## src/rtl/adc_serial_ctrl.sv

```systemverilog
// Serial ADC frame controller: turns a conversion-start edge into one CS/SCLK frame
// and presents the captured offset-binary sample in parallel with a one-cycle valid pulse.
module adc_serial_ctrl #(
  parameter int DATA_WIDTH = 11,
  parameter int FRAME_BITS = 16,
  parameter int LEAD_BITS  = 4,
  parameter int SCLK_DIV   = 2,
  parameter int QUIET_CYC  = 4
) (
  input  logic                  i_clk,
  input  logic                  i_rst,
  input  logic                  i_en,
  input  logic                  i_convst,
  input  logic                  i_clr_ovr,
  output logic                  o_adc_cs_n,
  output logic                  o_adc_sclk,
  input  logic                  i_adc_sdo,
  output logic [DATA_WIDTH-1:0] o_adc_data,
  output logic                  o_adc_busy,
  output logic                  o_adc_rd_valid,
  output logic                  o_overrun
);

  localparam int HW = $clog2(SCLK_DIV + 1);
  localparam int BW = $clog2(FRAME_BITS + 1);
  localparam int QW = $clog2(QUIET_CYC + 1);
  // Leading bits fall off the top of the shift register before the frame ends and
  // never reach the output, so only the sample and trailing bits are retained.
  localparam int KW = FRAME_BITS - LEAD_BITS;

  localparam logic [HW-1:0] HALF_LOAD  = HW'(SCLK_DIV - 1);
  localparam logic [BW-1:0] BIT_LOAD   = BW'(FRAME_BITS);
  localparam logic [QW-1:0] QUIET_LOAD = QW'(QUIET_CYC - 1);

  typedef enum logic [1:0] {
    IDLE     = 2'd0,
    CS_SETUP = 2'd1,
    SHIFT    = 2'd2,
    QUIET    = 2'd3
  } state_t;

  state_t          state_r;
  logic [HW-1:0]   half_cnt_r;
  logic [BW-1:0]   bit_cnt_r;
  logic [QW-1:0]   quiet_cnt_r;
  logic [KW-1:0]   shreg_r;
  logic            convst_q_r;
  logic            start_s;
  logic            drop_busy_s;

  assign start_s     = i_convst & ~convst_q_r;
  assign drop_busy_s = start_s & (state_r != IDLE);

  // Frame sequencer: all serial-interface outputs and status flags come straight from flops.
  always_ff @(posedge i_clk) begin
    if (i_rst) begin
      state_r        <= IDLE;
      half_cnt_r     <= {HW{1'b0}};
      bit_cnt_r      <= {BW{1'b0}};
      quiet_cnt_r    <= {QW{1'b0}};
      shreg_r        <= {KW{1'b0}};
      convst_q_r     <= 1'b1;
      o_adc_cs_n     <= 1'b1;
      o_adc_sclk     <= 1'b1;
      o_adc_data     <= {DATA_WIDTH{1'b0}};
      o_adc_busy     <= 1'b0;
      o_adc_rd_valid <= 1'b0;
      o_overrun      <= 1'b0;
    end else begin
      convst_q_r     <= i_convst;
      o_adc_rd_valid <= 1'b0;

      // A drop in the same cycle as a clear must still be reported.
      if (drop_busy_s) begin
        o_overrun <= 1'b1;
      end else if (i_clr_ovr) begin
        o_overrun <= 1'b0;
      end else begin
        o_overrun <= o_overrun;
      end

      case (state_r)
        IDLE: begin
          if (start_s && i_en) begin
            state_r    <= CS_SETUP;
            o_adc_cs_n <= 1'b0;
            o_adc_busy <= 1'b1;
            o_adc_sclk <= 1'b1;
            half_cnt_r <= HALF_LOAD;
          end else begin
            state_r <= IDLE;
          end
        end

        CS_SETUP: begin
          if (half_cnt_r != {HW{1'b0}}) begin
            half_cnt_r <= half_cnt_r - HW'(1);
          end else begin
            state_r    <= SHIFT;
            o_adc_sclk <= 1'b0;
            half_cnt_r <= HALF_LOAD;
            bit_cnt_r  <= BIT_LOAD;
          end
        end

        SHIFT: begin
          if (half_cnt_r != {HW{1'b0}}) begin
            half_cnt_r <= half_cnt_r - HW'(1);
          end else if (!o_adc_sclk) begin
            // Last low cycle: the ADC has had the whole low phase to settle SDO.
            shreg_r    <= {shreg_r[KW-2:0], i_adc_sdo};
            o_adc_sclk <= 1'b1;
            half_cnt_r <= HALF_LOAD;
          end else if (bit_cnt_r != BW'(1)) begin
            bit_cnt_r  <= bit_cnt_r - BW'(1);
            o_adc_sclk <= 1'b0;
            half_cnt_r <= HALF_LOAD;
          end else begin
            state_r        <= QUIET;
            o_adc_cs_n     <= 1'b1;
            o_adc_sclk     <= 1'b1;
            bit_cnt_r      <= {BW{1'b0}};
            quiet_cnt_r    <= QUIET_LOAD;
            o_adc_rd_valid <= 1'b1;
            o_adc_data     <= shreg_r[KW-1 -: DATA_WIDTH];
          end
        end

        QUIET: begin
          if (quiet_cnt_r != {QW{1'b0}}) begin
            quiet_cnt_r <= quiet_cnt_r - QW'(1);
          end else begin
            state_r    <= IDLE;
            o_adc_busy <= 1'b0;
          end
        end

        default: begin
          state_r    <= IDLE;
          o_adc_cs_n <= 1'b1;
          o_adc_sclk <= 1'b1;
          o_adc_busy <= 1'b0;
        end
      endcase
    end
  end

endmodule

```

## config.mk

```make
export PLATFORM = sky130hd
export DESIGN_NAME = adc_serial_ctrl
export DESIGN_NICKNAME = d
export VERILOG_FILES = /design/src/rtl/adc_serial_ctrl.sv
export SDC_FILE = /design/constraint.sdc
export NUM_CORES = 1
export LEC_CHECK = 0
export ABC_AREA = 1
export CELL_PAD_IN_SITES_DETAIL_PLACEMENT = 1
export CELL_PAD_IN_SITES_GLOBAL_PLACEMENT = 2
export CORE_ASPECT_RATIO = 1.1
export CORE_MARGIN = 3
export CORE_UTILIZATION = 31
export CTS_CLUSTER_SIZE = 28
export DETAILED_ROUTE_END_ITERATION = 10
export GPL_ROUTABILITY_DRIVEN = 0
export PLACE_DENSITY = 0.85
export SLEW_MARGIN = 0
export SYNTH_ARGS = -nofsm -noshare
export SYNTH_HDL_FRONTEND = slang
export SYNTH_SLANG_ARGS = --single-unit
```

## constraint.sdc

```tcl
create_clock -name i_clk -period 2.15 [get_ports i_clk]
set_clock_uncertainty 0.2 [all_clocks]
set_input_delay 0.43 -clock i_clk [delete_from_list [all_inputs] [get_ports i_clk]]
set_output_delay 0.43 -clock i_clk [all_outputs]
set_load 0.05 [all_outputs]
```

-- Word level (Yosys, flattened, before mapping)
Cells that the tools add are included.
- bits in read-only memories: 0
- latch bits: 0
- output and inout port bits: 16
- memory bits (writable): 0
- input port bits: 6
- memories kept: 0
- register bits after elaboration: 41
- logic and storage cells: 93
- $add $sub $neg: 3
- shift operators: 0
- divide/modulo/power cells: 0
- multiply operators: 0
- multiplexer cells: 38
- reduce and logical (&&, ||, !) cells: 21
- magnitude comparators: 0
- eq/ne operators: 12
- bitwise logic cells: 7
- operator list (operator ; number):
    $mux W2 ; 10
    $mux W5 ; 4
    $reduce_and A5 Y1 ; 3
    $ne A2 B2 Y1 const B ; 7
    $reduce_bool A2 Y1 ; 7
    $mux W1 ; 13
    $mux W3 ; 4
    $reduce_and A4 Y1 ; 3
    $pmux W5 S2 ; 1
    $reduce_and A3 Y1 ; 3
    $pmux W2 S4 ; 1
    $pmux W2 S3 ; 1
    $pmux W3 S2 ; 1
    $reduce_bool A3 Y1 ; 2
    $ne A5 B1 Y1 const B ; 1
    $not A1 Y1 ; 5
    $sub A5 B1 Y5 const B ; 1
    $eq A2 B2 Y1 const B ; 2
    $ne A4 B4 Y1 const B ; 1
    $pmux W1 S2 ; 2
    $reduce_or A4 Y1 ; 1
    $pmux W1 S3 ; 1
    $sub A3 B1 Y3 const B ; 1
    $and A1 B1 Y1 ; 2
    other kinds (4) ; 4

-- Depth between registers and ports, before layout
Gate-level depths: netlist of the first run.
- depth in word-level cells: 5
- gate-level depth with buffers: 11
- gate-level depth less buffers: 11

-- Worst setup path before layout of the first run
OpenSTA, ideal clock, no wires.
- path kind: register to register
- start: register state_r[0]
- end: register o_adc_data[1]
- setup slack: 527 ps
- buffers on the path: 1
- period minus slack after synthesis: 1623 ps
- required time: 1834 ps
- stages on the path, launching flop included: 9
- library setup time: 116 ps
- arrival: 1307 ps
- cell sequence: dfxtp_1 > inv_1 > ha_1 > nand2_1 > nor2_1 > nand2_2 > buf_6 > o21ai_0 > nor2_1
- word-level cells in the longest chain between the ends: 2
- RTL lines (element ; line ; source):
    start: declaration ; 42 ; state_t state_r;
    start signal: assignment ; 57 ; state_r <= IDLE;
    start signal: assignment ; 85 ; state_r <= CS_SETUP;
    start signal: assignment ; 91 ; state_r <= IDLE;
    $eq A2 B2 Y1 ; 82 ; case (state_r)
    $reduce_and A4 Y1 (no line) ; - ;
    end signal: assignment ; 65 ; o_adc_data <= {DATA_WIDTH{1'b0}};
    end signal: assignment ; 125 ; o_adc_data <= shreg_r[KW-1 -: DATA_WIDTH];
    end: declaration ; 18 ; output logic [DATA_WIDTH-1:0] o_adc_data,
No other way between the ends.
A chain may end at the register's enable or synchronous reset.

-- Final worst setup path of the first run
- start: register o_adc_data[8]
- end: output o_adc_data[8]
No word-level cell between the ends.

==> results.toml, run 1 <==
[status]
status = "finished, final reports clean"

[clock_network]
cts-hold-fix-buffers = 0
clockBufferDepth = 2
cts_tree = "done"
post_cts_buffers = 0
path_clk_slew_ps = 80
htree_levels = 2
clk_latency_ps = 300
cts_made_buffers = 5
cts_root_buffer = "clkbuf_8"
clock-sinks = 41

[route]
antenna_left = 0
drt-total-wl_mm = 4.241
firstDrtPassIters = 4
drc = 0
vias = 1645
drt-initial-drc-count = 29
wire_per_inst_um = 11.72
vias_per_cell = 4.544

[die]
floorplan.initialDensity = 0.3211
io_pins = 22
core_um2 = 5806
std_cell_rows = 29
dieArea_um2 = 6982
die_w_um = 79.94
die_y_um = 87.34

[sta]
hold_viol = 0
finalSetupTns_ps = 0
maxSlewHeadroom = 0.6621
rsz0062_at_grt = "no"
finalSetupViolCount = 0
max_freq_mhz = 480.2
fin_crit_ps = 2082
maxSlewViolCount = 0
fin_crit_sh = 0.9685
worst_pin_slew_ps = 505.3

[yosys]
synth_top_cells_by_area = "dfxtp_1 44%, nor2_1 14%, nand2_1 8.5%, o21ai_0 7.0%, ha_1 6.0%"
synth_edf_count = 0
synthFlopType = "dfxtp_1"
async_flop_share = 0
netlist_instances = 260
ys_ff_latch = 41
synth_nets = 275
synth_area_leader_cell = "dfxtp_1"
syn_avg_cell_area_um2 = 7.170
synth_most_common_cell = "nor2_1"
ys_top_cells_by_count = "68 x nor2_1, 42 x nand2_1, 41 x dfxtp_1, 26 x o21ai_0, 24 x inv_1"
yosysTopAreaCellShare = 0.4403
syn_area_um2 = 1864
yosysSeqAreaShare = 0.4403
ys_warn_count = 0
yosysUniqueCellTypes = 26

[global_route]
grt_usage = 0.1335
grt_pass1_vias = 1651
antenna_found_initial = 0
grt_pass1_wl_mm = 7.265
grt_overflow = 0
grt_max_degree = 17

[hold_path]
hp-class = "flop to flop"

[worst_setup_path]
crit_fanout = 2
cp_top_family = "buffers and inverters"
required_ps = 1520
cp.arrival_ps = 1450
max_stage_delay_ps = 810
start_kind = "flop"
cp_slowest_cell = "clkdlybuf4s50_1"
crit_type = "flop to output pin"
endpoint_kind = "output pin"
path_cells = "clkdlybuf4s50_1"
critical_path_buf_inv_count = 1

[power_and_ir_drop]
leakagePower_nw = 1.060
vdd_drop_max_uv = 442.7
p_per_area_nw_per_um2 = 1276

[layout]
diodes = 0
drive_above_1_share = 0.09825
final_cells = 362
nets = 299
area_growth_pct = 22.48

[flow_run]
max_cap_violations = 0

[placed_design]
portBuffers = 21
place_inst = 354
dp.final_hpwl_mm = 3.213
==> cells in the final DEF, fill, tap and decap left out, drive strengths merged <==
| cell type | count |
|---|---|
| a21oi | 9 |
| buf | 6 |
| bufinv | 2 |
| clkbuf | 5 |
| clkdlybuf4s50 | 15 |
| dfxtp | 41 |
| dlymetal6s2s | 3 |
| ha | 9 |
| inv | 30 |
| mux2i | 1 |
| nand2 | 45 |
| nand3 | 11 |
| nand3b | 1 |
| nand4 | 2 |
| nor2 | 70 |
| nor3 | 2 |
| o21ai | 31 |
| or2 | 1 |
| xor2 | 1 |
==> area by class of cell <==
cell class	instances	area [µm²]
Timing Repair Buffer	24	232.7
Clock buffer	5	68.82
Inverter	29	108.9
Multi-Input combinational cell	183	887.1
Sequential cell	41	820.8
Tap cell	77	96.34
Clock inverter	3	68.82
Fill cell	746	3522
==> routing by layer <==
layer,GRT usage,up-vias,wire [µm]
met2,0.2342,17,2099
met4,0.05991,0,89
li1,-,863,-
met1,0.1503,756,1937
met5,0,-,0
met3,0.03520,9,115
==> what timing repair did <==
action                                  in CTS  in global routing
hold endpoints to repair                     0                  0
gates resized for setup                      0                  3
endpoints found under the setup margin       0                  3
==> cells by family (layout without fill, tap and decap cells) <==
kind of cell | after synthesis | after routing | synth area share
XOR/XNOR | 1 | 1 | 0.004699
multiplexers | 1 | 1 | 0.005369
adder cells (fa/ha/maj) | 9 | 9 | 0.06040
AO/OA/AOI/OAI | 40 | 40 | 0.1074
flip-flops | 41 | 41 | 0.4403
buffers and inverters | 36 | 61 | 0.08389
AND/OR/NAND/NOR | 132 | 132 | 0.2980
==> where the power goes <==
part / switching [W] / internal [W] / total, W
clock: 0.000285 / 0.000467 / 0.000753
sequential: 0.000102 / 0.000910 / 0.00101
combinational: 0.000752 / 0.000396 / 0.00115
total: 0.00114 / 0.00177 / 0.00291
==> final timing paths <==
check | slack, ps | cells past startpoint | to | startpoint
hold / removal | 270 | 2 | o_adc_cs_n$_SDFFE_PP1P_ | o_adc_cs_n$_SDFFE_PP1P_
setup reg to reg | 200 | 8 | o_adc_data[4]$_SDFFE_PP0P_ | state_r[0]$_SDFFE_PP0P_
setup / recovery | 70 | 1 | o_adc_data[8] | o_adc_data[8]$_SDFFE_PP0P_
hold reg to reg | 270 | 2 | o_adc_cs_n$_SDFFE_PP1P_ | o_adc_cs_n$_SDFFE_PP1P_
==> registers in the layout, indices dropped and copies added, names as in the netlist <==
register / cells
shreg_r: 12
o_adc_data: 11
bit_cnt_r: 5
quiet_cnt_r: 3
half_cnt_r: 2
state_r: 2
convst_q_r: 1
o_adc_busy: 1
o_adc_cs_n: 1
o_adc_rd_valid: 1
o_adc_sclk: 1
o_overrun: 1
==> through the flow <==
stage	total power, W	setup WS [ps]	hold WS, ps	instance area [µm²]	util
global placement	0.002192	199.9	245.9	2138	0.3683
detailed placement	0.002203	211.7	251.3	2138	0.3683
floorplan	0.001908	527.1	252.6	1864	-
CTS	0.002970	43.71	273.2	2276	0.3920
global route	0.003171	3.967	298.9	2283	0.3933
finish	0.002915	67.73	266.1	2283	0.3933
Power figures use the tool's default switching activity.
==> run 2, diff against run 1 <==
--- a/config.mk
+++ b/config.mk
@@ -15,6 +15,7 @@
 export DETAILED_ROUTE_END_ITERATION = 10
 export GPL_ROUTABILITY_DRIVEN = 0
 export PLACE_DENSITY = 0.85
+export REMOVE_ABC_BUFFERS = 1
 export SLEW_MARGIN = 0
 export SYNTH_ARGS = -nofsm -noshare
 export SYNTH_HDL_FRONTEND = slang
==> results.toml, run 2 (same netlist as run 1, synthesis figures left out) <==
[layout]
diodes = 0
regMostFlops = "shreg_r"
area_growth_pct = 21.41
largest_reg_flops = 12
final_common_cell = "nor2_1"
drive_above_1_share = 0.08803
nets = 298
top_regs = "shreg_r x12, o_adc_data x11, bit_cnt_r x5"
fill_cells = 767
final_cell_mix = "68 x nor2_1, 42 x nand2_1, 41 x dfxtp_1, 26 x o21ai_0, 24 x inv_1"

[clock_network]
cts-hold-fix-buffers = 0
cts_made_buffers = 5
htree_levels = 2
clockBufferDepth = 2
clk_latency_ps = 290
path_clk_slew_ps = 90
cts-resized-gates = 0
clock-sinks = 41
cts_root_buffer = "clkbuf_8"
cts_tree = "done"
post_cts_buffers = 0

[sta]
finalSetupViolCount = 0
fin_crit_ps = 2086
worst_pin_slew_ps = 503.2
maxSlewViolCount = 0
maxSlewHeadroom = 0.6635
rsz0062_at_grt = "no"
setup_slack_ps = 63.61
hold_viol = 0
finalSetupTns_ps = 0
max_freq_mhz = 479.3
fin_crit_sh = 0.9704

[worst_setup_path]
required_ps = 1520
path_cells = "clkdlybuf4s50_1"
critical_path_buf_inv_count = 1
endpoint_kind = "output pin"
reg2reg_slack_ps = 240
start_kind = "flop"
rr_startpoint = "state_r[0]$_SDFFE_PP0P_"
r2r_end = "o_adc_data[10]$_SDFFE_PP0P_"
cp_slowest_cell = "clkdlybuf4s50_1"
rr_worst_depth = 8
cp.arrival_ps = 1460
max_stage_delay_ps = 810
crit_type = "flop to output pin"
crit_fanout = 2
cp_top_family = "buffers and inverters"

[route]
drc = 0
vias = 1604
wire_per_inst_um = 11.44
antenna_left = 0
vias_per_cell = 4.443
firstDrtPassIters = 4
drt-total-wl_mm = 4.129
drt-initial-drc-count = 56

[status]
status = "finished, final reports clean"

[die]
core_um2 = 5806
std_cell_rows = 29
floorplan.initialDensity = 0.3211
dieArea_um2 = 6982
io_pins = 22
die_w_um = 79.94
die_y_um = 87.34

[placed_design]
dp_slack_ps = 217.0
dp.final_hpwl_mm = 3.075
portBuffers = 21

[global_route]
grt_max_degree = 29
grt_pass1_wl_mm = 7.376
grt_overflow = 0
antenna_found_initial = 0
grt_usage = 0.1329
grt_pass1_vias = 1660

[hold_path]
hp-class = "flop to flop"
min_to = "o_overrun$_SDFFE_PP0P_"
hold_path.startpoint = "o_overrun$_SDFFE_PP0P_"
worstHoldPathCells = 2

[power_and_ir_drop]
vdd_drop_max_uv = 430.3
p_per_area_nw_per_um2 = 1239
leakagePower_nw = 0.9861

[flow_run]
max_cap_violations = 0
## run 2: final cells by class
class,instances,area [µm²],share of cell area
Clock buffer,5,68.82,0.03040
Clock inverter,3,46.29,0.02045
Inverter,29,108.9,0.04809
Multi-Input combinational cell,183,887.1,0.3919
Sequential cell,41,820.8,0.3626
Tap cell,77,96.34,0.04256
Timing Repair Buffer,23,235.2,0.1039
## run 2: how the worst max path moves through the flow
stage / start / endpoint / slack, ps / depth (start not counted)
final: o_adc_data[5]$_SDFFE_PP0P_ / o_adc_data[5] / 60 / 1
after CTS: o_adc_data[5]$_SDFFE_PP0P_ / o_adc_data[5] / 40 / 1
after global placement: i_convst / o_adc_sclk$_SDFFE_PP1P_ / 240 / 6
after floorplan: o_adc_sclk$_SDFFE_PP1P_ / bit_cnt_r[3]$_SDFFE_PP0P_ / 530 / 6
after global routing: state_r[0]$_SDFFE_PP0P_ / o_adc_data[10]$_SDFFE_PP0P_ / 0.3 / 8
after detailed placement: state_r[0]$_SDFFE_PP0P_ / o_adc_data[10]$_SDFFE_PP0P_ / 220 / 8
## run 2: metal layers
layer | global-route usage | share of wire | up-vias
met5 | 0 | 0 | -
met4 | 0.03687 | 0.0041 | 0
met3 | 0.03623 | 0.026 | 2
met2 | 0.2289 | 0.47 | 14
met1 | 0.1617 | 0.50 | 732
li1 | - | - | 856
## run 2: power by group
group | leakage (nW) | internal [W] | switching [W]
clock network | 0.0543 | 0.000348 | 0.000288
logic | 0.599 | 0.000402 | 0.000754
registers | 0.333 | 0.000910 | 0.000101
total | 0.986 | 0.00166 | 0.00114
## run 2: per-stage QoR
step                instances  instance area [µm²]  total power (W)  hold slack (ps)  utilization
global placement          353                 2148         0.002184            255.2       0.3700
detailed placement        353                 2148         0.002203            256.5       0.3700
CTS                       361                 2263         0.002861            269.4       0.3899
global route              361                 2263         0.003075            286.6       0.3899
floorplan                 253                 1817         0.001895            252.6            -
finish                    361                 2263         0.002803            266.6       0.3899
==> run 3, diff against run 2 <==
--- a/config.mk
+++ b/config.mk
@@ -5,12 +5,12 @@
 export SDC_FILE = /design/constraint.sdc
 export NUM_CORES = 1
 export LEC_CHECK = 0
-export ABC_AREA = 1
 export CELL_PAD_IN_SITES_DETAIL_PLACEMENT = 1
 export CELL_PAD_IN_SITES_GLOBAL_PLACEMENT = 2
 export CORE_ASPECT_RATIO = 1.1
 export CORE_MARGIN = 3
-export CORE_UTILIZATION = 31
+export CORE_UTILIZATION = 34
+export CTS_CLUSTER_DIAMETER = 60
 export CTS_CLUSTER_SIZE = 28
 export DETAILED_ROUTE_END_ITERATION = 10
 export GPL_ROUTABILITY_DRIVEN = 0
==> results.toml, run 3 <==
[status]
status = "finished, final reports clean"

[worst_setup_path]
path_cells = "clkdlybuf4s50_1"
cp_slowest_cell = "clkdlybuf4s50_1"
endpoint_kind = "output pin"
cp_top_family = "buffers and inverters"
start_kind = "flop"
critical_path_buf_inv_count = 1
max_stage_delay_ps = 820
crit_type = "flop to output pin"
crit_fanout = 3
cp.arrival_ps = 1460
required_ps = 1520

[clock_network]
cts_tree = "done"
cts_made_buffers = 5
cts_root_buffer = "clkbuf_8"
cts-resized-gates = 0
clk_latency_ps = 290
htree_levels = 2
path_clk_slew_ps = 80
clockBufferDepth = 2
clock-sinks = 41

[route]
firstDrtPassIters = 4
drc = 0
wire_per_inst_um = 13.54
vias = 1516
drt-total-wl_mm = 4.225
vias_per_cell = 4.859
drt-initial-drc-count = 72
antenna_left = 0

[global_route]
met3_usage = 0.03132
grtUsageMet2 = 0.2290
grt_overflow = 0
antenna_found_initial = 0
met1_usage = 0.1846
grt_max_degree = 25
grt_pass1_wl_mm = 7.527
top_usage_layer = "met2"
grt_pass1_vias = 1592
grt_usage = 0.1401

[yosys]
syn_avg_cell_area_um2 = 9.041
syn_area_um2 = 1881
ys_warn_count = 0
synth_most_common_cell = "dfxtp_1"
yosysSeqAreaShare = 0.4365
synth_edf_count = 0
yosysTopAreaCellShare = 0.4365
synthFlopType = "dfxtp_1"
ys_ff_latch = 41
async_flop_share = 0
yosysUniqueCellTypes = 44
synth_area_leader_cell = "dfxtp_1"
netlist_instances = 208
synth_top_cells_by_area = "dfxtp_1 44%, mux2i_1 6.9%, nand2_1 6.8%, a21oi_1 6.1%, ha_1 6.0%"
ys_top_cells_by_count = "41 x dfxtp_1, 34 x nand2_1, 23 x a21oi_1, 19 x nor2_1, 13 x mux2i_1"

[sta]
hold_slack_ps = 257.7
finalSetupTns_ps = 0
rsz0062_at_grt = "no"
maxSlewViolCount = 0
worst_pin_slew_ps = 501.8
fin_crit_ps = 2095
maxSlewHeadroom = 0.6644
hold_viol = 0
fin_crit_sh = 0.9744
finalSetupViolCount = 0
max_freq_mhz = 477.4

[power_and_ir_drop]
total_power_w = 0.001649
vdd_drop_max_uv = 369.6
p_per_area_nw_per_um2 = 706.9
leakagePower_nw = 0.9534

[die]
core_um2 = 5169
die_y_um = 84
floorplan.initialDensity = 0.3638
dieArea_um2 = 6460
std_cell_rows = 27
die_w_um = 76.91
io_pins = 22

[flow_run]
max_cap_violations = 0

[layout]
regMostFlops = "shreg_r"
area_growth_pct = 24.02
diodes = 0
top_regs = "shreg_r x12, o_adc_data x11, bit_cnt_r x5"
drive_above_1_share = 0.1375
final_cell_mix = "41 x dfxtp_1, 34 x nand2_1, 23 x a21oi_1, 19 x nor2_1, 19 x clkdlybuf4s50_1"
final_common_cell = "dfxtp_1"
fill_cells = 606
largest_reg_flops = 12
nets = 254

[placed_design]
dp.final_hpwl_mm = 3.008
portBuffers = 21

[hold_path]
hp-class = "flop to flop"
## run 3: report_power, final
group / switching, W / leakage, nW / internal [W]
clock: 0.000261 / 0.0450 / 0.000225
combinational: 0.000184 / 0.577 / 0.000147
sequential: 0.0000415 / 0.331 / 0.000789
total: 0.000487 / 0.953 / 0.00116
## run 3: repair_timing
action | CTS | global route
setup buffers | 0 | 1
setup endpoints to repair | 0 | 1
hold buffers | 0 | 0
## run 3: tightest hold or removal path, stage by stage, from the launching register on
cell     delay (ps)
dfxtp_1         310
nand2_1          50
a21oi_1          50
## run 3: cells by family after synthesis
kind of cell / share of synthesized area
AND/OR/NAND/NOR: 0.2036
AO/OA/AOI/OAI: 0.1723
flip-flops: 0.4365
buffers and inverters: 0.05256
multiplexers: 0.07518
adder cells (fa/ha/maj): 0.05988
## run 3: routing by layer
metal  wire [µm]  vias to the layer above  share of wire
li1            -                      776              -
met1        2122                      722           0.50
met2        1991                       14           0.47
met3          79                        4          0.019
met4          31                        0         0.0073
met5           0                        -              0
## run 3: through the flow
step,worst slack (ps),cell area [µm²],cells,utilization
6_report,55.13,2332,312,0.4512
5_1_grt,21.47,2332,312,0.4512
4_1_cts,37.02,2325,311,0.4498
3_5_place_dp,38.36,2242,303,0.4338
3_3_place_gp,80.88,2242,303,0.4338
2_1_floorplan,266.4,1819,198,-
## run 3: area by class of cell
type,instances,area (µm²),share of cell area
sequential,41,820.8,0.3519
multi-input combinational,147,960.9,0.4120
tap,72,90.09,0.03863
clock buffer,6,72.57,0.03112
clock inverter,2,10.01,0.004292
timing repair buffer,34,340.3,0.1459
inverter,10,37.54,0.01609
## run 3: worst paths after layout
path / startpoint / to / slack (ps) / depth (start not counted)
worst min register to register: shreg_r[11]$_SDFFE_PP0P_ / shreg_r[11]$_SDFFE_PP0P_ / 260 / 2
worst min-delay path: shreg_r[11]$_SDFFE_PP0P_ / shreg_r[11]$_SDFFE_PP0P_ / 260 / 2
worst max-delay path: o_adc_busy$_SDFFE_PP0P_ / o_adc_busy / 60 / 1
worst max register to register: bit_cnt_r[1]$_SDFFE_PP0P_ / half_cnt_r[0]$_SDFFE_PP0P_ / 170 / 8
==> RTL edit (config.mk and constraints of run 1) <==
Set the parameter `QUIET_CYC` to 8 (it was 4).
--- a/src/rtl/adc_serial_ctrl.sv
+++ b/src/rtl/adc_serial_ctrl.sv
@@ -7,3 +7,3 @@
   parameter int SCLK_DIV   = 2,
-  parameter int QUIET_CYC  = 4
+  parameter int QUIET_CYC  = 8
 ) (
Check against the original RTL: no difference found for any inputs over 10 cycles, from zero or initial values and one cycle with i_rst high; that may be too few to reach the edited logic, so the function may still have changed.
==> RTL edit against run 1 <==
  * Sequential cell count increased by 1
  * Worst hold slack worse by 16 ps
  * Setup slack improved by 8.2 ps
  * Global-route usage down 0.33 points
  * Wire length increased by 3.1%
  * Synthesized cell count grew 5.8%
  * Highest routed layer unchanged
  * Area after synthesis increased by 6.2%
  * Critical path type unchanged
  * Cell area increased by 3.6%
  * Non-clock buffer count increased by 4
  * Total power is 4.9% lower
  * Register-to-register slack better by 90 ps
  * Die area up 5.8%
==> RTL edit: results (changes against run 1) <==
status=completed; Layout Nets=315 (+5.4%); share of async-settable or async-resettable flops after synthesis=0 (unchanged); CP endpoint=o_adc_data[9]; Peak Freq=482 MHz (+0.40%); Worst Hold Depth=2 (unchanged); crit path launch=o_adc_data[9]; placed inst area=2280 um2 (+6.4%); via count=1742 (+5.9%); worst skew pair latency=between 200 and 300 ps; FILL cells=767 (+2.8%); Worst R2R Path Depth=8 (unchanged); Final HPWL DP=3.36 mm (+4.6%); layout cells sized above 1=0.130 (+0.0313); FF-to-FF Start=state_r[0]; Max Buffers Root-to-Sink=2 (unchanged); Die Wd=82.2 um (+2.8%); Slew HR=0.665 (+0.00326); DP Worst Slack=127 ps (-84.6 ps); Seq/Total Area, Yosys=0.425 (-0.0158); largest net degree at the start of global routing=27 (+10); Critical Path Fanout Max=2 (unchanged); All-Layer GR Usage=0.130 (-0.00329); Mapped Nets=290 (+5.5%); synth unique cells=29 (+12%); FF-to-FF End=o_adc_data[3]; slowest CP cell=clkdlybuf4s50_1; number of DRC markers in iteration 0=36 (+24%); Worst VDD drop=359 uV (-19%); ranking of synthesized cells by area=dfxtp_1, nor2_1, nand2_1; biggest regs=shreg_r x12, o_adc_data x11, bit_cnt_r x5; vias in the first global route=1795 (+8.7%); first-pass GRT wire length=7.72 mm (+6.3%); most frequent cells after synthesis=nor2_1, dfxtp_1, nand2_1; number of enable-type register cells in the synthesized netlist=0 (unchanged); H-tree depth=2 (unchanged); DIE AREA=7390 um2 (+5.8%); Critical Path AT=roughly 1400 ps; DR WL/cell=11.6 um (-1.3%); R2R Setup Slk=290 ps (+90 ps); initial antenna violation count=0 (unchanged); leakage power=1.04 nW (-1.7%)
[RTL edit: changes by cell type after synthesis, moves of 2 or more]
cell,run 1,this run
o21ai_1,5,2
inv_2,5,7
nor2_1,68,71
nand3_1,9,12
[RTL edit: power by group]
part	total [mW]	internal (mW)	switching, mW	leakage [nW]
registers	1.05	0.933	0.116	0.341
clock network	0.504	0.229	0.275	0.0452
logic	1.22	0.441	0.778	0.656
[RTL edit: what timing repair did]
item	4_1_cts	5_1_grt
buffers inserted	0	0
endpoints found under the setup margin	0	1
resized for setup	0	1
[RTL edit: metal layers]
metal	global-route usage	vias to the layer above	routed length, um
li1	-	909	-
met1	0.160	803	2060
met2	0.217	24	2100
met3	0.0350	6	146
met4	0.0402	0	72
met5	0	-	0
[RTL edit: worst min path at each step]
| stage | to | slack [ps] |
|---|---|---|
| after detailed placement | o_adc_cs_n | 240 |
| after global routing | o_adc_cs_n | 280 |
| after floorplan | shreg_r[0] | 250 |
| final | o_adc_cs_n | 250 |
| after global placement | o_adc_cs_n | 230 |
| after CTS | o_adc_cs_n | 260 |
[RTL edit: cell type report]
class,count,area [um2],area share
inverter,31,116,0.0492
tap,77,96.3,0.0407
timing repair buffer,28,268,0.113
clock inverter,2,13.8,0.00582
clock buffer,6,72.6,0.0307
multi-input combinational,192,957,0.405
sequential,42,841,0.356
[RTL edit: cell families after synthesis]
family | synth area share
fa+ha+maj | 0.0569
buf+inv | 0.0935
simple gates | 0.318
flops | 0.425
mux | 0.00505
compound gates | 0.102
[RTL edit: per-stage QoR]
step                std cells   util  hold WS (ps)  power (mW)
finish                    378  0.395           250        2.77
global route              378  0.395           280        3.04
CTS                       378  0.395           255        2.82
detailed placement        370  0.380           243        2.30
global placement          370  0.380           229        2.27
floorplan                 275      -           250        2.00
